File: src/rtl/lshif_pwr_pkg.sv
`default_nettype none
// ============================================================================
//  Module      : lshif_pwr_pkg
//  Description : Shared types and output-decode constants for the lshifup
//                domain power sequencer (state encoding, per-state outputs).
//  Revision    : 1.0 - initial release
// ============================================================================
package lshif_pwr_pkg;

    // Sequencer states, explicit 3-bit encoding (code 7 is unused).
    typedef enum logic [2:0] {
        ST_OFF    = 3'd0,
        ST_PWR_UP = 3'd1,
        ST_SETTLE = 3'd2,
        ST_ON     = 3'd3,
        ST_ISO    = 3'd4,
        ST_PWR_DN = 3'd5,
        ST_FAULT  = 3'd6
    } lshif_state_e;

    // Output bundle, one bit per sequencer output.
    typedef struct packed {
        logic pwr_en;   // header switch enable
        logic iso_n;    // clamp control, 0 = level-shifter inputs clamped
        logic ack;      // domain on and usable
        logic err;      // sticky fault indication
    } lshif_out_t;

    // Per-state output values, packed as {pwr_en, iso_n, ack, err}.
    localparam lshif_out_t C_OUT_OFF    = 4'b0000;
    localparam lshif_out_t C_OUT_PWR_UP = 4'b1000;
    localparam lshif_out_t C_OUT_SETTLE = 4'b1000;
    localparam lshif_out_t C_OUT_ON     = 4'b1110;
    localparam lshif_out_t C_OUT_ISO    = 4'b1000;
    localparam lshif_out_t C_OUT_PWR_DN = 4'b0000;
    localparam lshif_out_t C_OUT_FAULT  = 4'b0001;

    // Output decode for a state. The only state with iso_n=1 also has
    // pwr_en=1, so the clamp can never be open on an unpowered domain.
    function automatic lshif_out_t state_outputs(input lshif_state_e st);
        lshif_out_t o;
        o = C_OUT_OFF;
        case (st)
            ST_OFF:    o = C_OUT_OFF;
            ST_PWR_UP: o = C_OUT_PWR_UP;
            ST_SETTLE: o = C_OUT_SETTLE;
            ST_ON:     o = C_OUT_ON;
            ST_ISO:    o = C_OUT_ISO;
            ST_PWR_DN: o = C_OUT_PWR_DN;
            ST_FAULT:  o = C_OUT_FAULT;
            default:   o = C_OUT_OFF;
        endcase
        return o;
    endfunction

    // Largest of three delay parameters; sizes the shared timer.
    function automatic int max3(input int a, input int b, input int c);
        int m;
        m = a;
        if (b > m) m = b;
        if (c > m) m = c;
        return m;
    endfunction

endpackage
`default_nettype wire

File: src/rtl/lshif_seq_timer.sv
`default_nettype none
// ============================================================================
//  Module      : lshif_seq_timer
//  Description : Loadable down-counter shared by the sequencer for the
//                power-good timeout, settle and isolation delays.
//  Revision    : 1.0 - initial release
// ============================================================================
module lshif_seq_timer #(
    parameter int CNT_W = 7
) (
    input  logic             CLK,
    input  logic             RST,
    input  logic             load,
    input  logic [CNT_W-1:0] load_val,
    input  logic             dec,
    output logic             zero
);

    logic [CNT_W-1:0] cnt_q;
    logic [CNT_W-1:0] cnt_d;

    // Load has priority over decrement; the count saturates at zero.
    always_comb begin
        cnt_d = cnt_q;
        if (load) begin
            cnt_d = load_val;
        end else if (dec && (cnt_q != '0)) begin
            cnt_d = cnt_q - CNT_W'(1);
        end
    end

    // Counter register, cleared by synchronous reset.
    always_ff @(posedge CLK) begin
        if (RST) begin
            cnt_q <= '0;
        end else begin
            cnt_q <= cnt_d;
        end
    end

    assign zero = (cnt_q == '0);

endmodule
`default_nettype wire

File: src/rtl/lshif_pwr_seq.sv
`default_nettype none
// ============================================================================
//  Module      : lshif_pwr_seq
//  Description : Power/isolation sequencer for a switchable low-voltage
//                domain feeding lshifup level shifters. Enables the header
//                switch, waits for stable power-good, then opens the clamp;
//                on power-down closes the clamp before removing power.
//  Revision    : 1.0 - initial release
// ============================================================================
module lshif_pwr_seq
    import lshif_pwr_pkg::*;
#(
    parameter int PG_TIMEOUT = 64,
    parameter int SETTLE_CYC = 8,
    parameter int ISO_CYC    = 4
) (
    input  logic CLK,
    input  logic RST,
    input  logic REQ,
    input  logic PG,
    output logic PWR_EN,
    output logic ISO_N,
    output logic ACK,
    output logic ERR
);

    // Timer width covers the longest of the three delays.
    localparam int CNT_W = $clog2(max3(PG_TIMEOUT, SETTLE_CYC, ISO_CYC) + 1);

    // The timer counts load_val..0 inclusive, so each delay loads N-1.
    localparam logic [CNT_W-1:0] C_PG_LOAD     = CNT_W'(PG_TIMEOUT - 1);
    localparam logic [CNT_W-1:0] C_SETTLE_LOAD = CNT_W'(SETTLE_CYC - 1);
    localparam logic [CNT_W-1:0] C_ISO_LOAD    = CNT_W'(ISO_CYC - 1);

    lshif_state_e     state_q;
    lshif_state_e     state_d;
    lshif_out_t       out_q;

    logic             w_tmr_load;
    logic [CNT_W-1:0] w_tmr_val;
    logic             w_tmr_dec;
    logic             w_tmr_zero;

    lshif_seq_timer #(
        .CNT_W (CNT_W)
    ) u_timer (
        .CLK      (CLK),
        .RST      (RST),
        .load     (w_tmr_load),
        .load_val (w_tmr_val),
        .dec      (w_tmr_dec),
        .zero     (w_tmr_zero)
    );

    // Next-state and timer control; branch order within a state is priority.
    always_comb begin
        state_d    = state_q;
        w_tmr_load = 1'b0;
        w_tmr_val  = '0;
        w_tmr_dec  = 1'b0;
        case (state_q)
            ST_OFF: begin
                if (REQ) begin
                    state_d    = ST_PWR_UP;
                    w_tmr_load = 1'b1;
                    w_tmr_val  = C_PG_LOAD;
                end
            end
            ST_PWR_UP: begin
                // Abort needs no isolation phase: the clamp never opened.
                if (!REQ) begin
                    state_d = ST_PWR_DN;
                end else if (PG) begin
                    state_d    = ST_SETTLE;
                    w_tmr_load = 1'b1;
                    w_tmr_val  = C_SETTLE_LOAD;
                end else if (w_tmr_zero) begin
                    state_d = ST_FAULT;
                end else begin
                    w_tmr_dec = 1'b1;
                end
            end
            ST_SETTLE: begin
                if (!REQ) begin
                    state_d = ST_PWR_DN;
                end else if (!PG) begin
                    // Power-good glitch: restart the whole ramp window.
                    state_d    = ST_PWR_UP;
                    w_tmr_load = 1'b1;
                    w_tmr_val  = C_PG_LOAD;
                end else if (w_tmr_zero) begin
                    state_d = ST_ON;
                end else begin
                    w_tmr_dec = 1'b1;
                end
            end
            ST_ON: begin
                // Brown-out outranks a simultaneous power-down request so
                // the clamp closes on the very next edge.
                if (!PG) begin
                    state_d = ST_FAULT;
                end else if (!REQ) begin
                    state_d    = ST_ISO;
                    w_tmr_load = 1'b1;
                    w_tmr_val  = C_ISO_LOAD;
                end
            end
            ST_ISO: begin
                // Once started, power-down runs to completion regardless of REQ.
                if (w_tmr_zero) begin
                    state_d = ST_PWR_DN;
                end else begin
                    w_tmr_dec = 1'b1;
                end
            end
            ST_PWR_DN: begin
                if (!PG) begin
                    state_d = ST_OFF;
                end
            end
            ST_FAULT: begin
                if (!REQ) begin
                    state_d = ST_OFF;
                end
            end
            default: begin
                state_d = ST_OFF;
            end
        endcase
    end

    // State register; reset cuts power immediately without isolation delay.
    always_ff @(posedge CLK) begin
        if (RST) begin
            state_q <= ST_OFF;
        end else begin
            state_q <= state_d;
        end
    end

    // Output register decoded from the next state, so outputs change on the
    // same edge as the state and are glitch-free toward the switch cells.
    always_ff @(posedge CLK) begin
        if (RST) begin
            out_q <= C_OUT_OFF;
        end else begin
            out_q <= state_outputs(state_d);
        end
    end

    assign PWR_EN = out_q.pwr_en;
    assign ISO_N  = out_q.iso_n;
    assign ACK    = out_q.ack;
    assign ERR    = out_q.err;

endmodule
`default_nettype wire

File: config.mk
export PLATFORM = sky130hd
export DESIGN_NAME = lshif_pwr_seq
export DESIGN_NICKNAME = d
export VERILOG_FILES = /design/src/rtl/lshif_pwr_pkg.sv /design/src/rtl/lshif_seq_timer.sv /design/src/rtl/lshif_pwr_seq.sv
export SDC_FILE = /design/constraint.sdc
export NUM_CORES = 1
export LEC_CHECK = 0
export BUFFER_PORTS_ARGS = -buffer_cell sky130_fd_sc_hd__clkbuf_2
export CAP_MARGIN = 0
export CORE_MARGIN = 10
export CORE_UTILIZATION = 30
export DETAILED_ROUTE_END_ITERATION = 12
export SYNTH_ARGS = -nofsm -noshare
export SYNTH_HDL_FRONTEND = slang
export SYNTH_SLANG_ARGS = --single-unit
File: constraint.sdc
create_clock -name CLK -period 5.2 [get_ports CLK]
set_input_delay 1.56 -clock CLK [delete_from_list [all_inputs] [get_ports CLK]]
set_output_delay 1.56 -clock CLK [all_outputs]
set_load 0.02 [all_outputs]
After elaboration in Yosys (flattened, before gate mapping)
Cells that the tools add are included.
W data, S select, Z words.
{ "totals": {"reg_bits": 14, "latch_bits": 0, "ram_bits": 0, "mem_bits_ro": 0, "input_bits": 4, "output_inout_bits": 4, "wordCells": 62, "n_memories": 0} }
{ "op_classes": {"addsub": 1, "mul": 0, "div": 0, "magnitude_cmp": 0, "eq_ne": 11, "shifts": 0, "muxes": 38, "bitwise": 0, "reduce_logical": 6} }
{ "ops": {"columns": ["cell", "n"], "rows": [
  ["$mux W3", 14],
  ["$pmux W6 S4", 1],
  ["$pmux W3 S7", 1],
  ["$mux W6", 3],
  ["$eq A3 B3 Y1 const B", 5],
  ["$mux W7", 2],
  ["$eq A3 B2 Y1 const B", 4],
  ["$mux W1", 12],
  ["$pmux W4 S3", 1],
  ["$logic_not A7 Y1", 1],
  ["$reduce_bool A7 Y1", 1],
  ["$sub A7 B1 Y7 const B", 1],
  ["$eq A3 B1 Y1 const B", 2],
  ["$mux W2", 2],
  ["$pmux W1 S4", 1],
  ["$logic_not A3 Y1", 1],
  ["$pmux W1 S3", 1],
  ["$reduce_or A3 Y1", 1],
  ["$reduce_bool A2 Y1", 1],
  ["$logic_and A1 B1 Y1", 1]
]} }

Logic depth before layout (Yosys ltp)
{ "depth": {"word_depth": 8, "ltp_mapped": 7, "depth_no_buf": 7} }

By module
A second synthesis with hierarchy kept.
{ "hier_totals": {"hier_cells": 110, "hier_area_um2": 894.6} }
{ "by_module_without_submodules": {"columns": ["mod", "instances", "cells_per_inst", "area_per_inst_um2", "seq_area_each_um2"], "rows": [
  ["lshif_pwr_seq", 1, 62, 475.5, 120.1],
  ["lshif_seq_timer", 1, 48, 419.2, 140.1]
]} }

Least setup slack after synthesis
Ideal clock, no wire load.
{ "synth_path": {"path_kind": "in2reg", "start": "input REQ", "end": "register u_timer.cnt_q[2]", "setup_time_ns": 0.092, "t_arrival_ns": 2.536, "path_slack_ns": 2.572, "path_stages": 6, "path_buffers": 1, "cell_sequence": "buf_2 -> nand3b_1 -> a21boi_2 -> o21a_1 -> nor3_1 -> nor4_1"} }
{ "synth_via": {"elab_chain_len": 4} }
{ "synth_rtl": {"columns": ["element", "line", "source"], "rows": [
  ["start: declaration", "lshif_pwr_seq.sv:19", "input logic REQ,"],
  ["$mux W1, on equally long branches", "lshif_pwr_seq.sv:102, lshif_pwr_seq.sv:71, lshif_pwr_seq.sv:84", null],
  ["$mux W1 or $pmux W1 S3 (tied branches)", "lshif_pwr_seq.sv:100, lshif_pwr_seq.sv:61", null],
  ["$pmux W1 S4 or $logic_and A1 B1 Y1 (tied branches)", "lshif_pwr_seq.sv:61, lshif_seq_timer.sv:27", null],
  ["$mux W7 or $reduce_bool A2 Y1 (tied branches)", null, null],
  ["end signal: assignment", "lshif_seq_timer.sv:37", "cnt_q <= cnt_d;"],
  ["end: declaration", "lshif_seq_timer.sv:19", "logic [CNT_W-1:0] cnt_q;"]
]} }
Several ways; a longest one is shown, not always the timed one.
A chain may end at the register's enable or synchronous reset.

Final worst setup path
{ "layout_path": {"start": "input PG", "end": "register u_timer.cnt_q[6]"} }
{ "layout_via": {"elab_chain_len": 5} }
{ "layout_rtl": {"columns": ["element", "line", "source"], "rows": [
  ["start: declaration", "lshif_pwr_seq.sv:20", "input logic PG,"],
  ["$mux W1, on equally long branches", "lshif_pwr_seq.sv:86, lshif_pwr_seq.sv:73", null],
  ["$mux W1, on equally long branches", "lshif_pwr_seq.sv:84, lshif_pwr_seq.sv:71", null],
  ["$pmux W1 S3", "lshif_pwr_seq.sv:61", "case (state_q)"],
  ["$logic_and A1 B1 Y1", "lshif_seq_timer.sv:27", "end else if (dec && (cnt_q != '0)) begin"],
  ["$reduce_bool A2 Y1 (no line)", null, null]
]} }
Several ways; a longest one is shown, not always the timed one.

==> results_dict.tcl <==
set metrics [dict create \
    clk_pin_slew_worst_paths_ns 0.07 \
    ys_ff_latch 13 \
    r2r-start "u_timer.cnt_q[0]" \
    hp-class "reg2reg" \
    clk_path_buf_depth 2 \
    insertedDiodeCount 0 \
    synth_compound_area_frac 0.354 \
    p_total_mw 0.399 \
    drive_gt1_frac 0.145 \
    report.final.slew_viol_count 0 \
    hold_path_depth 1 \
    muxShareOfSynthArea 0 \
    crit_fanout 15 \
    synth-edff-count 0 \
    finClkSkew_ns 0.00335 \
    grt_overflow 0 \
    peakVddDrop_v 0.000103 \
    rr_worst_depth 7 \
    wl_per_cell_um 13.1 \
    synthAdderAreaFrac 0.0132 \
    slew-limit-headroom 0.492 \
    cts_buffers 3 \
    initial_core_util 0.312 \
    dpl.hpwl_mm 1.64 \
    fmax_ghz 0.365 \
    ff2ff_setup_slack_ns 3.08 \
    synth_top_family_by_area "compound AO/OA/AOI/OAI gates" \
    cts_setup_buffers 0 \
    fp-row-count 20 \
    antenna_found_initial 0 \
    synth-simple-area-share 0.282 \
    pre_cts_ws_ns 2.15 \
    ys_types 43 \
    drt-vias-per-instance 5.40 \
    min_period_ns 2.74 \
    r2r-end "u_timer.cnt_q[5]" \
    dpl_cell_area_um2 998 \
    grt_use_total 0.0795 \
    insertion_delay_ns 0.28 \
    async_flop_share 0 \
    grt_max_degree 18 \
    avgSynthCellArea_um2 7.81 \
    cts_tree "built" \
    final_cell_area_mm2 0.00102 \
    hold_path.startpoint "u_timer.cnt_q[6]" \
    fin_crit_sh 0.527 \
    place_inst 164 \
    instances_no_fill 168 \
    synthCells 121 \
    synthFlopType "dfxtp_1" \
    worst_pin_slew_ns 0.760 \
    pin_count 8 \
    clock-sinks 13 \
    hold_end "u_timer.cnt_q[6]" \
    dr.pass1.iters 4 \
    hold_viol 0 \
    yosysWarnings 0 \
    finalSetupTns_ns 0 \
    gp_congestion 0.791 \
    fp.dieArea_mm2 0.00579 \
    power_density_mw_per_mm2 390 \
    first_global_vias 882 \
    grt_first_pass_wirelength_mm 4.06 \
    nets 130 \
    clock-root-buffer "clkbuf_4" \
    synth_top_cell_area_share 0.275 \
    grt_busiest_layer "met2" \
    grtUsageMet2 0.122 \
    h-tree-depth 1 \
    grt_use_met3 0.00708 \
    grtUsageMet1 0.105 \
    syn-cell-area_um2 945 \
    worstSetupStartpointType "primary input" \
    hold_buffers 0 \
    synth_area_leaders "dfxtp_1 28%, a21oi_1 5.8%, o21ai_0 3.7%" \
    cp.arrival_ns 2.92 \
    io_buffers 7 \
    dieHeight_um 76.1 \
    synth_top_area_cell "dfxtp_1" \
    status "finished clean" \
    dr_total_vias 908 \
    final_antenna_net_count 0 \
    synth_xor_area_frac 0.00927 \
    setup_violations 0 \
    worstSetupPathType "in2reg" \
    p_leak_nw 0.358 \
    grt_setup_unrepaired "no" \
    yosysSeqAreaShare 0.275 \
    drv_cap 0 \
    routed_wl_mm 2.21 \
    fin_ws_ns 2.46 \
    drc 0 \
    post_cts_resized 0 \
    drt-initial-drc-count 131 \
    area_growth_pct 8.48 \
    syn_nets 126 \
    core_mm2 0.00303 \
    required_ns 5.38 \
    cp-end-kind "register" \
    die_w_um 76.1 \
]
## layout make-up
class	instances	area (um2)
clock buffers	4	26.3
fillers	316	2000
inverters	7	26.3
multi-input cells	93	622
flip-flops and latches	13	260
well taps	44	55.1
repair buffers	7	35.0
## sequential cells by signal (all words and copies together) (netlist names)
name	cells
u_timer.cnt_q	7
state_q	3
PWR_EN	1
ISO_N	1
ERR	1
## logic make-up (layout without fill, tap and decap cells)
family                   count (synthesis)  after routing
flip-flops                              13             13
AO/OA/AOI/OAI                           47             47
buffers and inverters                   15             18
AND/OR/NAND/NOR                         44             44
XOR/XNOR                                 1              1
adder cells (fa/ha/maj)                  1              1
## placed cells by master, fill, tap and decap left out, types with 2 or more instances in the layout
| cell | count |
|---|---|
| nand2b_1 | 5 |
| inv_1 | 7 |
| a21o_1 | 3 |
| clkbuf_2 | 7 |
| or3_1 | 4 |
| a21oi_1 | 11 |
| a211oi_1 | 2 |
| o22ai_1 | 3 |
| nor3b_1 | 3 |
| nor4b_1 | 2 |
| dfxtp_1 | 13 |
| clkbuf_4 | 3 |
| o21ai_1 | 3 |
| nand2_1 | 7 |
| o21ai_0 | 7 |
| nor2_1 | 9 |
| nor4_1 | 3 |
| o221ai_1 | 2 |
| o211ai_1 | 2 |
| nor3_1 | 4 |
| a31oi_1 | 2 |
## worst max-delay path by stage
stage	depth (start not counted)	end	start	slack [ns]
2_1_floorplan	6	u_timer.cnt_q[2]	REQ	2.57
3_3_place_gp	6	u_timer.cnt_q[6]	PG	2.20
3_5_place_dp	6	u_timer.cnt_q[6]	PG	2.15
4_1_cts	6	u_timer.cnt_q[6]	PG	2.44
5_1_grt	6	u_timer.cnt_q[6]	PG	2.31
6_report	6	u_timer.cnt_q[6]	PG	2.46
## per-stage QoR
| step | hold WS (ns) | util |
|---|---|---|
| 6_report | 0.521 | 0.338 |
| 5_1_grt | 0.536 | 0.338 |
| 4_1_cts | 0.530 | 0.338 |
| 3_5_place_dp | 0.517 | 0.330 |
| 3_3_place_gp | 0.505 | 0.330 |
| 2_1_floorplan | 0.495 | - |
## metal layers
metal / routed length (um) / vias up
met4: 23 / 0
met1: 1060 / 427
met2: 1070 / 14
li1: - / 465
met5: 0 / -
met3: 50 / 2
## synthesized netlist by cell type, types with 2 or more instances
master,number
or3_1,4
o211ai_1,2
nor3b_1,3
o221ai_1,2
nand2b_1,5
dfxtp_1,13
a21o_1,3
o22ai_1,3
a31oi_1,2
nor3_1,4
nor4_1,3
a21oi_1,11
a211oi_1,2
o21ai_0,7
inv_1,7
nor4b_1,2
nand2_1,7
buf_2,2
o21ai_1,3
nor2_1,9
clkbuf_1,5
## worst max-delay path, stage by stage
cell	delay, ns
clkbuf_2	0.25
nand2b_1	0.24
nor3_1	0.07
o21ai_1	0.41
nor4_1	0.09
nor4b_1	0.29
## power by group
part           total, mW  switching, mW  internal, mW
sequential         0.155         0.0355         0.119
clock             0.0618         0.0320        0.0298
combinational      0.183          0.104        0.0793
total              0.399          0.171         0.228
Note: power is estimated with default switching activity, not from simulation.
